## src/rtl/add_sub_unit_pkg.sv

```systemverilog
// Shared project types: reservation-station entry, data word and tag constants.
package add_sub_unit_pkg;

  localparam int TAG_W = 8;
  localparam logic [TAG_W-1:0] TAG_READY = '0;

  typedef logic [31:0] word_t;

  typedef struct packed {
    logic             busy;
    logic [TAG_W-1:0] alu1;
    logic [TAG_W-1:0] alu2;
    word_t            value1;
    word_t            value2;
  } ReservationStation;

endpackage

```

## src/rtl/add_sub_delay.sv

```systemverilog
// LATENCY-deep valid/data delay line; cancel kills any valid advancing, data holds
// in each stage until a surviving valid loads it, so the last stage acts as the result hold.
module add_sub_delay #(
  parameter int DEPTH = 1,
  parameter int W     = 32
) (
  input  logic         clk,
  input  logic         rst_n,
  input  logic         vld_i,
  input  logic [W-1:0] data_i,
  input  logic         cancel_i,
  output logic         vld_o,
  output logic [W-1:0] data_o
);

  logic [DEPTH-1:0]        vld_q, vld_d;
  logic [DEPTH-1:0][W-1:0] dat_q, dat_d;

  for (genvar k = 0; k < DEPTH; k++) begin : g_stage
    logic         in_v;
    logic [W-1:0] in_d;
    if (k == 0) begin : g_head
      assign in_v = vld_i;
      assign in_d = data_i;
    end else begin : g_body
      assign in_v = vld_q[k-1];
      assign in_d = dat_q[k-1];
    end
    assign vld_d[k] = in_v & ~cancel_i;
    assign dat_d[k] = vld_d[k] ? in_d : dat_q[k];
  end

  always_ff @(posedge clk or negedge rst_n) begin
    if (!rst_n) begin
      vld_q <= '0;
      dat_q <= '0;
    end else begin
      vld_q <= vld_d;
      dat_q <= dat_d;
    end
  end

  assign vld_o  = vld_q[DEPTH-1];
  assign data_o = dat_q[DEPTH-1];

endmodule

```

## src/rtl/add_sub_unit.sv

```systemverilog
// Reservation-station add/subtract unit with one result pulse per issued entry.
// Optional signed-overflow output enabled by defining ADD_SUB_OVF_EN.
module add_sub_unit
  import add_sub_unit_pkg::*;
#(
  parameter int IS_SUB  = 0,
  parameter int LATENCY = 1
) (
  input  logic              clk,
  input  logic              RSTN_N,
  input  ReservationStation rstation,
  output word_t             result,
  output logic              result_available
`ifdef ADD_SUB_OVF_EN
  ,output logic             overflow
`endif
);

`ifdef ADD_SUB_OVF_EN
  localparam int W = 33;
`else
  localparam int W = 32;
`endif

  logic         pending_q, pending_d;
  logic         capture;
  word_t        sum;
  logic [W-1:0] dly_in, dly_out;

  // Pending blocks re-capture of the same entry until busy is seen low.
  always_comb begin
    capture   = rstation.busy && (rstation.alu1 == TAG_READY) &&
                (rstation.alu2 == TAG_READY) && !pending_q;
    pending_d = rstation.busy ? (pending_q | capture) : 1'b0;
  end

  always_ff @(posedge clk or negedge RSTN_N) begin
    if (!RSTN_N) pending_q <= 1'b0;
    else         pending_q <= pending_d;
  end

  always_comb begin
    if (IS_SUB != 0) sum = rstation.value1 - rstation.value2;
    else             sum = rstation.value1 + rstation.value2;
  end

`ifdef ADD_SUB_OVF_EN
  logic ovf;
  always_comb begin
    if (IS_SUB != 0)
      ovf = (rstation.value1[31] != rstation.value2[31]) && (sum[31] != rstation.value1[31]);
    else
      ovf = (rstation.value1[31] == rstation.value2[31]) && (sum[31] != rstation.value1[31]);
  end
  assign dly_in   = {ovf, sum};
  assign overflow = dly_out[32];
`else
  assign dly_in   = sum;
`endif

  add_sub_delay #(.DEPTH(LATENCY), .W(W)) u_delay (
    .clk      (clk),
    .rst_n    (RSTN_N),
    .vld_i    (capture),
    .data_i   (dly_in),
    .cancel_i (~rstation.busy),
    .vld_o    (result_available),
    .data_o   (dly_out)
  );

  assign result = dly_out[31:0];

endmodule

```

## config.mk

```make
export PLATFORM = sky130hd
export DESIGN_NAME = add_sub_unit
export DESIGN_NICKNAME = d
export VERILOG_FILES = /design/src/rtl/add_sub_unit_pkg.sv /design/src/rtl/add_sub_delay.sv /design/src/rtl/add_sub_unit.sv
export SDC_FILE = /design/constraint.sdc
export NUM_CORES = 1
export LEC_CHECK = 0
export BUFFER_PORTS_ARGS = -buffer_cell sky130_fd_sc_hd__buf_2
export CAP_MARGIN = 20
export CORE_ASPECT_RATIO = 1.4
export CORE_UTILIZATION = 53
export DETAILED_ROUTE_END_ITERATION = 10
export HOLD_SLACK_MARGIN = 0.03
export PLACE_DENSITY = 0.87
export SLEW_MARGIN = 20
export SYNTH_ARGS = -nofsm -noshare
export SYNTH_HDL_FRONTEND = slang
export SYNTH_SLANG_ARGS = --single-unit
```

## constraint.sdc

```tcl
create_clock -name clk -period 2.5 [get_ports clk]
set_input_delay 0 -clock clk [delete_from_list [all_inputs] [get_ports clk]]
set_output_delay 0 -clock clk [all_outputs]
set_load 0.02 [all_outputs]
```

==> flow_metrics.env, run 1 <==
export IMPL_fp_coreArea_mm2=0.00520
export IMPL_synth_compound_area_share_pct=25.7
export IMPL_cellLeakagePower_nw=1.93
export IMPL_maxSlewViolCount=0
export IMPL_post_detailed_placement_half_perimeter_wirelength_mm=6.14
export IMPL_wl_per_cell_um=14.0
export IMPL_yosys_most_used_dff="dfrtp_1"
export IMPL_n_antenna_cell=0
export IMPL_maxCapViolations=0
export IMPL_ys_async_sr_fraction_pct=100
export IMPL_clock_skew_ns=0.00428
export IMPL_synth_warnings=0
export IMPL_post_route_worst_setup_slack_ns=0.0811
export IMPL_drtPass1Iterations=4
export IMPL_floorplan_io_pins=116
export IMPL_synth_simple_area_share_pct=18.2
export IMPL_floorplan_die_width_um=64.2
export IMPL_synth_avg_cell_area_um2=8.26
export IMPL_drc=0
export IMPL_number_of_cts_inserted_buffers=5
export IMPL_type_of_the_setup_path_with_the_least_slack="input port to register"
export IMPL_place_gp_congestion=0.913
export IMPL_cts_htree_levels=2
export IMPL_report_final_hold_viol_count=0
export IMPL_detailedPlace_worstSlack_ns=-0.219
export IMPL_grt_first_pass_wirelength_mm=12.4
export IMPL_synth_top_family_by_area="compound AO/OA/AOI/OAI gates"
export IMPL_ctsRootBufferMaster="clkbuf_8"
export IMPL_vias=3024
export IMPL_setup_viol_count_final=0
export IMPL_synthXorXnorAreaFrac_pct=7.62
export IMPL_final_net_count=588
export IMPL_syn2layout_area_growth_pct=30.0
export IMPL_number_of_enable_flip_flop_cells_after_synthesis=0
export IMPL_result_of_the_run="completed"
export IMPL_clkSinkCount=34
export IMPL_critical_path_arrival_ns=2.59
export IMPL_ys_seq_area_share_pct=29.6
export IMPL_vdd_ir_drop_worst_v=0.000305
export IMPL_drive_above_1_share_pct=31.9
export IMPL_rows=31
export IMPL_cp_required_ns=2.68
export IMPL_postSynthRegisterBits=34
export IMPL_grt_overflow_total=0
export IMPL_avgViaCountPerCell=5.60
export IMPL_initial_antenna_violation_count=0
export IMPL_first_global_vias=3043
export IMPL_dieArea_mm2=0.00573
export IMPL_post_synth_adder_cell_area_pct=14.2
export IMPL_grt_max_degree=41
export IMPL_grt_setup_unrepaired="true"
export IMPL_power_density_cell_area_mw_per_mm2=409
export IMPL_timing_worst_slew_pin_value_ns=0.793
export IMPL_final_core_utilization_pct=71.9
export IMPL_ys_top_cells_by_area="dfrtp_1 (30%), ha_1 (13%), o21ai_0 (8.0%)"
export IMPL_muxShareOfSynthArea_pct=1.52
export IMPL_crit_path_end_kind="register"
export IMPL_tritoncts="built"
export IMPL_holdCritPathClass="input port to register"
export IMPL_clkTransAtPathRegs_ns=0.07
export IMPL_post_synth_num_cell_types=52
export IMPL_period_share_pct=96.8
export IMPL_cp_start_kind="input port"
export IMPL_post_synth_top_area_fraction_pct=29.6
export IMPL_buffer_ports_inserted=115
export IMPL_ant_nets=0
export IMPL_syn_num_nets=463
export IMPL_synthCells=348
export IMPL_floorplan_initialDensity_pct=55.3
export IMPL_max_freq_ghz=0.413
export IMPL_drt_initial_drc_count=165
export IMPL_worst_skew_pair_late_latency_ns=0.28
export IMPL_path_max_fanout=3
export IMPL_grt_util_all_layers_pct=27.5
export IMPL_syn_cell_area_mm2=0.00287
export IMPL_largest_buffer_count_on_any_clock_path=2
export IMPL_timing_final_crit_period_ns=2.42
export IMPL_post_synth_top_area_cell="dfrtp_1"
export IMPL_routed_wire_length_mm=7.55
export IMPL_floorplan_die_height_um=89.1
export IMPL_rel_slew_slack_pct=47.2
-- cell families (layout without fill, tap and decap cells) --
kind of cell | after synthesis | in the layout
AO/OA/AOI/OAI | 120 | 120
XOR/XNOR | 25 | 25
adder cells (fa/ha/maj) | 32 | 32
buffers and inverters | 23 | 149
flip-flops | 34 | 34
multiplexers | 4 | 4
AND/OR/NAND/NOR | 110 | 110
-- worst paths after layout --
path | endpoint | depth (start not counted) | from | slack [ns]
setup reg to reg | u_delay.data_o[30] | 5 | pending_q | 1.07
max in group asynchronous | u_delay.data_o[24] | 2 | RSTN_N | 1.65
hold / removal | pending_q | 3 | rstation[77] | 0.04
hold reg to reg | u_delay.data_o[23] | 2 | u_delay.data_o[23] | 0.48
setup / recovery | u_delay.data_o[28] | 11 | rstation[32] | 0.08
min in group asynchronous | u_delay.data_o[22] | 2 | RSTN_N | 0.34
-- routing by layer --
layer  part of all wire, %  global-route usage, %  vias up
li1                      -                      -     1521
met1                    41                   28.7     1383
met2                    53                   54.2       99
met3                   3.6                   2.81       21
met4                   3.2                   13.9        0
met5                     0                      0        -
-- report_power, final --
group          total, mW  switching, mW  internal, mW
clock network      0.431          0.210         0.221
registers          0.550       0.000112         0.550
logic              0.548          0.291         0.257
-- synth_stat cells, types with 2 or more instances --
master	instances
nand2_1	51
o21ai_0	46
dfrtp_1	34
ha_1	31
a21oi_1	28
xnor2_1	18
nor2_1	17
clkbuf_1	13
inv_1	9
a21o_1	8
nand3_1	8
a211oi_1	7
nand4_1	7
xor2_1	7
o21bai_1	5
o31ai_1	5
nand2b_1	4
mux2_2	3
nor3_1	3
nor4_1	3
or3_1	3
a21boi_0	2
and3_1	2
nor3b_1	2
nor4b_1	2
o211ai_1	2
o21a_1	2
o311ai_0	2
-- cells in the final DEF, fill, tap and decap left out, types with 6 or more instances in the layout --
| cell type | Yosys | final |
|---|---|---|
| a211oi_1 | 7 | 7 |
| a21o_1 | 8 | 8 |
| a21oi_1 | 28 | 28 |
| buf_2 | 0 | 113 |
| buf_4 | 1 | 15 |
| clkbuf_8 | 0 | 6 |
| dfrtp_1 | 34 | 34 |
| ha_1 | 31 | 30 |
| inv_1 | 9 | 9 |
| nand2_1 | 51 | 51 |
| nand3_1 | 8 | 8 |
| nand4_1 | 7 | 7 |
| nor2_1 | 17 | 17 |
| o21ai_0 | 46 | 46 |
| xnor2_1 | 18 | 18 |
| xor2_1 | 7 | 7 |
-- sequential cells by signal (all words and copies together), names as in the netlist --
name and count:
u_delay.vld_o 1, pending_q 1, u_delay.data_o 32
-- layout make-up --
| class | count | area [µm²] |
|---|---|---|
| clock buffer | 6 | 82.6 |
| clock inverter | 2 | 12.5 |
| fill | 443 | 1460 |
| inverter | 9 | 33.8 |
| multi-input combinational | 291 | 1950 |
| sequential | 34 | 851 |
| tap | 66 | 82.6 |
| timing repair buffer | 132 | 721 |
-- metrics by stage --
stage	area [µm²]	TNS [ns]	hold slack, ns	cells	total power [mW]
after detailed placement	3590	-0.457	0.121	529	1.09
after floorplan	2880	0	-0.296	348	0.908
after global placement	3590	-0.286	0.120	529	1.08
after CTS	3700	0	0.0418	539	1.53
final	3740	0	0.0416	540	1.53
after global routing	3740	-0.0323	0.0579	540	1.62
-- worst max-delay path: stages --
cell	delay, ns
buf_6	0.10
ha_4	0.15
fa_2	0.35
a211oi_2	0.28
o21ai_2	0.11
a221o_1	0.39
and4_4	0.18
o2111a_1	0.24
o31a_1	0.24
or3_1	0.34
a31o_1	0.21
-- timing repair --
| action | in CTS | in global routing |
|---|---|---|
| endpoints found under the setup margin | 0 | 1 |
| buffers inserted | 0 | 1 |
| resized for setup | 0 | 4 |
| hold buffers | 2 | 0 |
| endpoints found under the hold margin | 35 | 0 |
(Power assumes the default switching activity.)
==> run 2, diff against run 1 <==
--- a/config.mk
+++ b/config.mk
@@ -5,11 +5,12 @@
 export SDC_FILE = /design/constraint.sdc
 export NUM_CORES = 1
 export LEC_CHECK = 0
-export BUFFER_PORTS_ARGS = -buffer_cell sky130_fd_sc_hd__buf_2
+export BUFFER_PORTS_ARGS = -buffer_cell sky130_fd_sc_hd__clkbuf_2
 export CAP_MARGIN = 20
 export CORE_ASPECT_RATIO = 1.4
 export CORE_UTILIZATION = 53
 export DETAILED_ROUTE_END_ITERATION = 10
+export GPL_ROUTABILITY_DRIVEN = 0
 export HOLD_SLACK_MARGIN = 0.03
 export PLACE_DENSITY = 0.87
 export SLEW_MARGIN = 20
==> run 2 against run 1 <==
Clock-buffer cell count rose by 1; clock power down 0.9%; register-to-register slack got worse by 0.06 ns; non-clock buffer count stayed put; sequential power barely moved; setup slack got worse by 0.0040 ns; combinational power down 0.7%; maximum frequency shrank 0.17%.
==> flow_metrics.env, run 2 (synthesized netlist as in run 1, its figures left out) <==
export IMPL_result_of_the_run="completed"
export IMPL_fin_cells=540
export IMPL_ctsRootBufferMaster="clkbuf_8"
export IMPL_worstHoldStart="rstation[77]"
export IMPL_postPlaceCellArea_mm2=0.00358
export IMPL_critical_path_arrival_ns=2.60
export IMPL_reg2reg_start="pending_q"
export IMPL_dieArea_mm2=0.00573
export IMPL_clock_skew_ns=0.00957
export IMPL_floorplan_die_width_um=64.2
export IMPL_final_core_utilization_pct=71.6
export IMPL_max_freq_ghz=0.413
export IMPL_clkTransAtPathRegs_ns=0.06
export IMPL_n_antenna_cell=0
export IMPL_vdd_ir_drop_worst_v=0.000202
export IMPL_finalInstanceArea_mm2=0.00372
export IMPL_design_power_total_mw=1.52
export IMPL_cts_htree_levels=2
export IMPL_cellLeakagePower_nw=1.91
export IMPL_avgViaCountPerCell=5.68
export IMPL_timing_worst_slew_pin_value_ns=0.852
export IMPL_cp_required_ns=2.67
export IMPL_ff_latch_area_um2=851
export IMPL_routed_wire_length_mm=7.39
export IMPL_drc=0
export IMPL_dp_cells=528
export IMPL_maxCapViolations=0
export IMPL_total_area_of_multi_input_combinational_cells_mm2=0.00195
export IMPL_buffer_ports_inserted=115
export IMPL_holdCritPathClass="input port to register"
export IMPL_final_net_count=588
export IMPL_fp_coreArea_mm2=0.00520
export IMPL_timing_final_crit_period_ns=2.42
export IMPL_initial_antenna_violation_count=0
export IMPL_period_share_pct=96.9
export IMPL_wl_per_cell_um=13.7
export IMPL_path_max_fanout=3
export IMPL_rel_slew_slack_pct=43.2
export IMPL_maxSlewViolCount=0
export IMPL_floorplan_initialDensity_pct=55.3
export IMPL_worst_skew_pair_late_latency_ns=0.29
export IMPL_ant_nets=0
export IMPL_tritoncts="built"
export IMPL_floorplan_die_height_um=89.1
export IMPL_report_final_hold_viol_count=0
export IMPL_crit_path_end_kind="register"
export IMPL_grt_overflow_total=0
export IMPL_type_of_the_setup_path_with_the_least_slack="input port to register"
export IMPL_vias=3066
export IMPL_r2r_end="u_delay.data_o[1]"
export IMPL_first_global_vias=2914
export IMPL_cp_start_kind="input port"
export IMPL_worst_hold_path_endpoint="pending_q"
export IMPL_most_common_cell_after_layout_fill_and_taps_aside="clkbuf_2"
export IMPL_clkSinkCount=34
export IMPL_post_detailed_placement_half_perimeter_wirelength_mm=5.97
export IMPL_hold_depth=3
export IMPL_grt_util_all_layers_pct=27.0
export IMPL_setup_viol_count_final=0
export IMPL_fillerInstances=441
export IMPL_drtPass1Iterations=4
export IMPL_most_common_layout_cells="clkbuf_2 (115), nand2_1 (51), o21ai_0 (45)"
export IMPL_grt_first_pass_wirelength_mm=12.2
export IMPL_largest_register_ff_count=32
export IMPL_final_hold_worst_slack_ns=0.0633
export IMPL_drive_above_1_share_pct=31.6
export IMPL_reg2reg_slack_ns=1.01
export IMPL_rows=31
export IMPL_drt_initial_drc_count=136
export IMPL_worstRegToRegCells=3
export IMPL_number_of_cts_inserted_buffers=5
export IMPL_power_density_cell_area_mw_per_mm2=409
export IMPL_syn2layout_area_growth_pct=29.5
export IMPL_grt_max_degree=40
export IMPL_startpoint_of_the_worst_setup_timing_path="rstation[0]"
export IMPL_largest_buffer_count_on_any_clock_path=2
export IMPL_floorplan_io_pins=116
run 2: cell types whose count changed in the layout (fill, tap and decap cells not counted):
cell        previous run  this run
buf_2                113         0
buf_6                  2         0
clkbuf_1               0         1
clkbuf_2               0       115
clkinvlp_4             1         0
o21ai_0               46        45
o21ai_1                0         1
run 2: critical path, cell delays in order:
cell	delay [ns]
clkbuf_2	0.10
ha_4	0.17
fa_2	0.35
a211oi_2	0.28
o21ai_2	0.10
a221o_1	0.39
and4_4	0.16
o2111a_1	0.25
o31a_1	0.29
or3_1	0.30
a31o_1	0.21
run 2: where the power goes:
group | switching [mW] | internal, mW | total (mW)
sequential | 0.000127 | 0.550 | 0.550
combinational | 0.290 | 0.255 | 0.544
clock | 0.204 | 0.222 | 0.427
total | 0.494 | 1.03 | 1.52
run 2: worst max-delay path by stage:
stage | cells past startpoint | slack [ns] | to
2_1_floorplan | 10 | 0.0004 | u_delay.data_o[28]
3_3_place_gp | 11 | -0.17 | u_delay.data_o[28]
3_5_place_dp | 11 | -0.20 | u_delay.data_o[28]
4_1_cts | 11 | 0.08 | u_delay.data_o[28]
5_1_grt | 11 | -0.002 | u_delay.data_o[28]
6_report | 11 | 0.08 | u_delay.data_o[28]
run 2: per-layer routing:
| layer | share of wire [%] | GRT usage [%] | up-vias |
|---|---|---|---|
| li1 | - | - | 1522 |
| met4 | 2.8 | 10.3 | 0 |
| met2 | 54 | 53.0 | 103 |
| met1 | 39 | 29.1 | 1418 |
| met5 | 0 | 0 | - |
| met3 | 4.1 | 3.70 | 23 |
run 2: stage by stage:
step | TNS, ns | setup WS (ns)
final | 0 | 0.0771
after global routing | -0.00224 | -0.00224
after CTS | 0 | 0.0814
after detailed placement | -0.319 | -0.202
after global placement | -0.221 | -0.168
after floorplan | 0 | 0.000376
run 2: area by class of cell:
type / instances / share of cell area, %
multi-input cells: 291 / 52.5
clock inverters: 1 / 0.134
inverters: 9 / 0.908
repair buffers: 132 / 19.0
clock buffers: 7 / 2.32
flip-flops and latches: 34 / 22.9
well taps: 66 / 2.22
run 2: timing repair:
item                       in CTS  in global routing
gates resized for setup         0                  3
setup endpoints to repair       0                  2
hold endpoints to repair       35                  0
hold buffers                    2                  0
setup buffers                   0                  2
==> run 3, diff against run 2 <==
--- a/config.mk
+++ b/config.mk
@@ -8,7 +8,7 @@
 export BUFFER_PORTS_ARGS = -buffer_cell sky130_fd_sc_hd__clkbuf_2
 export CAP_MARGIN = 20
 export CORE_ASPECT_RATIO = 1.4
-export CORE_UTILIZATION = 53
+export CORE_UTILIZATION = 55
 export DETAILED_ROUTE_END_ITERATION = 10
 export GPL_ROUTABILITY_DRIVEN = 0
 export HOLD_SLACK_MARGIN = 0.03
@@ -16,4 +16,5 @@
 export SLEW_MARGIN = 20
 export SYNTH_ARGS = -nofsm -noshare
 export SYNTH_HDL_FRONTEND = slang
+export SYNTH_HIERARCHICAL = 1
 export SYNTH_SLANG_ARGS = --single-unit
==> run 3 against run 2 <==
Setup slack better by 0.33 ns; critical path type unchanged; largest power group is now combinational cells; highest routed layer unchanged; clock-buffer cell count stayed put; synthesized area rose by 12%.
==> flow_metrics.env, run 3 <==
export IMPL_result_of_the_run="completed"
export IMPL_power_clock_fraction_pct=27.1
export IMPL_yosysMostFrequentCell="dfrtp_1"
export IMPL_drive_above_1_share_pct=37.6
export IMPL_cellLeakagePower_nw=1.98
export IMPL_met2_usage_pct=50.2
export IMPL_tritoncts="built"
export IMPL_path_max_fanout=3
export IMPL_syn2layout_area_growth_pct=22.1
export IMPL_timing_final_crit_period_ns=2.10
export IMPL_first_global_vias=3097
export IMPL_crit_path_end_kind="register"
export IMPL_largest_register_ff_count=32
export IMPL_syn_num_nets=448
export IMPL_clock_skew_ns=0.00893
export IMPL_timing_setup_tns_ns=0
export IMPL_drc=0
export IMPL_post_synth_num_cell_types=59
export IMPL_post_detailed_placement_half_perimeter_wirelength_mm=6.51
export IMPL_synth_avg_cell_area_um2=9.69
export IMPL_floorplan_die_width_um=66.7
export IMPL_detailedPlace_worstSlack_ns=0.147
export IMPL_power_density_cell_area_mw_per_mm2=400
export IMPL_max_freq_ghz=0.477
export IMPL_type_of_the_setup_path_with_the_least_slack="input port to register"
export IMPL_clkTransAtPathRegs_ns=0.07
export IMPL_final_net_count=566
export IMPL_most_common_cell_after_layout_fill_and_taps_aside="clkbuf_2"
export IMPL_post_cts_setup_buffers=0
export IMPL_dieArea_mm2=0.00618
export IMPL_floorplan_initialDensity_pct=58.0
export IMPL_number_of_cts_inserted_buffers=5
export IMPL_cp_start_kind="input port"
export IMPL_number_of_enable_flip_flop_cells_after_synthesis=0
export IMPL_critical_path_arrival_ns=2.27
export IMPL_wl_per_cell_um=15.8
export IMPL_n_antenna_cell=0
export IMPL_fin_cells=520
export IMPL_ys_async_sr_fraction_pct=100
export IMPL_drtPass1Iterations=4
export IMPL_fp_coreArea_mm2=0.00557
export IMPL_worst_skew_pair_late_latency_ns=0.29
export IMPL_dp_cells=510
export IMPL_syn_cell_area_mm2=0.00323
export IMPL_routed_wire_length_mm=8.22
export IMPL_vias=3059
export IMPL_rows=32
export IMPL_setup_viol_count_final=0
export IMPL_postCtsHoldBufs=2
export IMPL_floorplan_die_height_um=92.6
export IMPL_post_route_worst_setup_slack_ns=0.402
export IMPL_finalInstanceArea_mm2=0.00394
export IMPL_postSynthRegisterBits=34
export IMPL_grt_overflow_total=0
export IMPL_rel_slew_slack_pct=40.3
export IMPL_cp_required_ns=2.68
export IMPL_initial_antenna_violation_count=0
export IMPL_power_share_switching_pct=34.3
export IMPL_ys_top_cells_by_area="dfrtp_1 (26%), mux2_4 (13%), ha_1 (12%)"
export IMPL_ys_seq_area_share_pct=26.4
export IMPL_grt_setup_unrepaired="false"
export IMPL_report_final_hold_viol_count=0
export IMPL_drt_initial_drc_count=247
export IMPL_ff_latch_area_um2=851
export IMPL_synthCells=333
export IMPL_maxSlewViolCount=0
export IMPL_timing_worst_slew_pin_value_ns=0.895
export IMPL_synth_warnings=6
export IMPL_post_synth_top_area_fraction_pct=26.4
export IMPL_grt_max_degree=35
export IMPL_ant_nets=0
export IMPL_clkSinkCount=34
export IMPL_gr_usage_met3_pct=3.82
export IMPL_post_synth_top_area_cell="dfrtp_1"
export IMPL_intPower_mw=1.03
export IMPL_pwr_share_seq_pct=34.9
export IMPL_holdCritPathClass="input port to register"
export IMPL_ctsRootBufferMaster="clkbuf_8"
export IMPL_total_area_of_multi_input_combinational_cells_mm2=0.00224
export IMPL_period_share_pct=83.9
export IMPL_buffer_ports_inserted=115
export IMPL_yosys_most_used_dff="dfrtp_1"
export IMPL_fillerInstances=430
export IMPL_postPlaceCellArea_mm2=0.00383
export IMPL_post_synth_most_frequent_cells="dfrtp_1 (34), ha_1 (31), a21oi_1 (30)"
export IMPL_grt_use_met1_pct=31.4
export IMPL_maxCapViolations=0
export IMPL_most_common_layout_cells="clkbuf_2 (115), dfrtp_1 (34), ha_1 (31)"
export IMPL_avgViaCountPerCell=5.88
export IMPL_grt_util_all_layers_pct=28.2
export IMPL_combPwrFrac_pct=37.9
export IMPL_global_route_peak_usage_layer="met2"
export IMPL_cts_repair_resize_count=0
export IMPL_grt_first_pass_wirelength_mm=13.5
export IMPL_vdd_ir_drop_worst_v=0.000252
export IMPL_floorplan_io_pins=116
export IMPL_net_switching_power_mw=0.541
export IMPL_largest_buffer_count_on_any_clock_path=2
export IMPL_cts_htree_levels=2
==> run 3: cell count changes after synthesis, sizes merged, moves of 4 or more <==
cell / previous run / this run
o31ai: 5 / 1
mux2: 3 / 32
a21o: 9 / 4
clkbuf: 13 / 3
a221oi: 1 / 5
o211ai: 2 / 7
nand2: 51 / 24
buf: 1 / 6
a211oi: 8 / 3
o21ai: 47 / 25
==> run 3: cells by family (layout without fill, tap and decap cells) <==
group | after synthesis | after routing | share of synthesized area, %
multiplexers | 33 | 33 | 14.9
XOR/XNOR | 28 | 28 | 7.60
AND/OR/NAND/NOR | 84 | 84 | 12.8
buffers and inverters | 20 | 139 | 4.15
AO/OA/AOI/OAI | 102 | 102 | 21.6
flip-flops | 34 | 34 | 26.4
adder cells (fa/ha/maj) | 32 | 32 | 12.6
==> run 3: path summary, 6_finish.rpt <==
kind,start,to,slack (ns),depth (start not counted)
worst max-delay path,rstation[0],u_delay/data_o[16],0.40,10
worst min-delay path,rstation[32],u_delay/data_o[0],0.07,3
worst max register to register,pending_q,u_delay/data_o[31],0.85,4
worst min register to register,pending_q,pending_q,0.51,2
max in group asynchronous,RSTN_N,u_delay/data_o[7],1.58,2
min in group asynchronous,RSTN_N,u_delay/data_o[23],0.36,2
==> run 3: metrics by stage <==
stage	utilization [%]	hold slack, ns	power (mW)
finish	70.8	0.0707	1.58
global route	70.8	0.0881	1.66
CTS	70.8	0.0672	1.58
detailed placement	68.8	0.167	1.14
global placement	68.8	0.155	1.13
floorplan	-	-0.296	0.971
==> run 3: critical path: stages <==
cell	delay, ns
clkbuf_2	0.08
ha_1	0.23
fa_1	0.40
a21o_1	0.24
a221oi_1	0.31
o21ba_1	0.26
nor3_1	0.06
or2_2	0.28
xor2_1	0.15
mux2_4	0.26
==> run 3: final cells by class <==
cell class                 count  share of cell area [%]
clock buffer                   7                    2.19
clock inverter                 1                   0.127
inverter                      11                    1.05
multi-input combinational    279                    56.9
sequential                    34                    21.6
tap                           68                    2.16
timing repair buffer         120                    16.0
==> run 3: power groups by stage <==
stage	combinational [mW]	clock, mW	sequential (mW)
finish	0.598	0.427	0.550
global route	0.655	0.460	0.550
CTS	0.590	0.441	0.550
detailed placement	0.581	0	0.561
global placement	0.565	0	0.561
floorplan	0.410	0	0.561
==> run 3: per-layer routing <==
layer	vias up	part of all wire, %
li1	1486	-
met1	1408	39
met2	137	53
met3	28	4.9
met4	0	3.8
met5	-	0
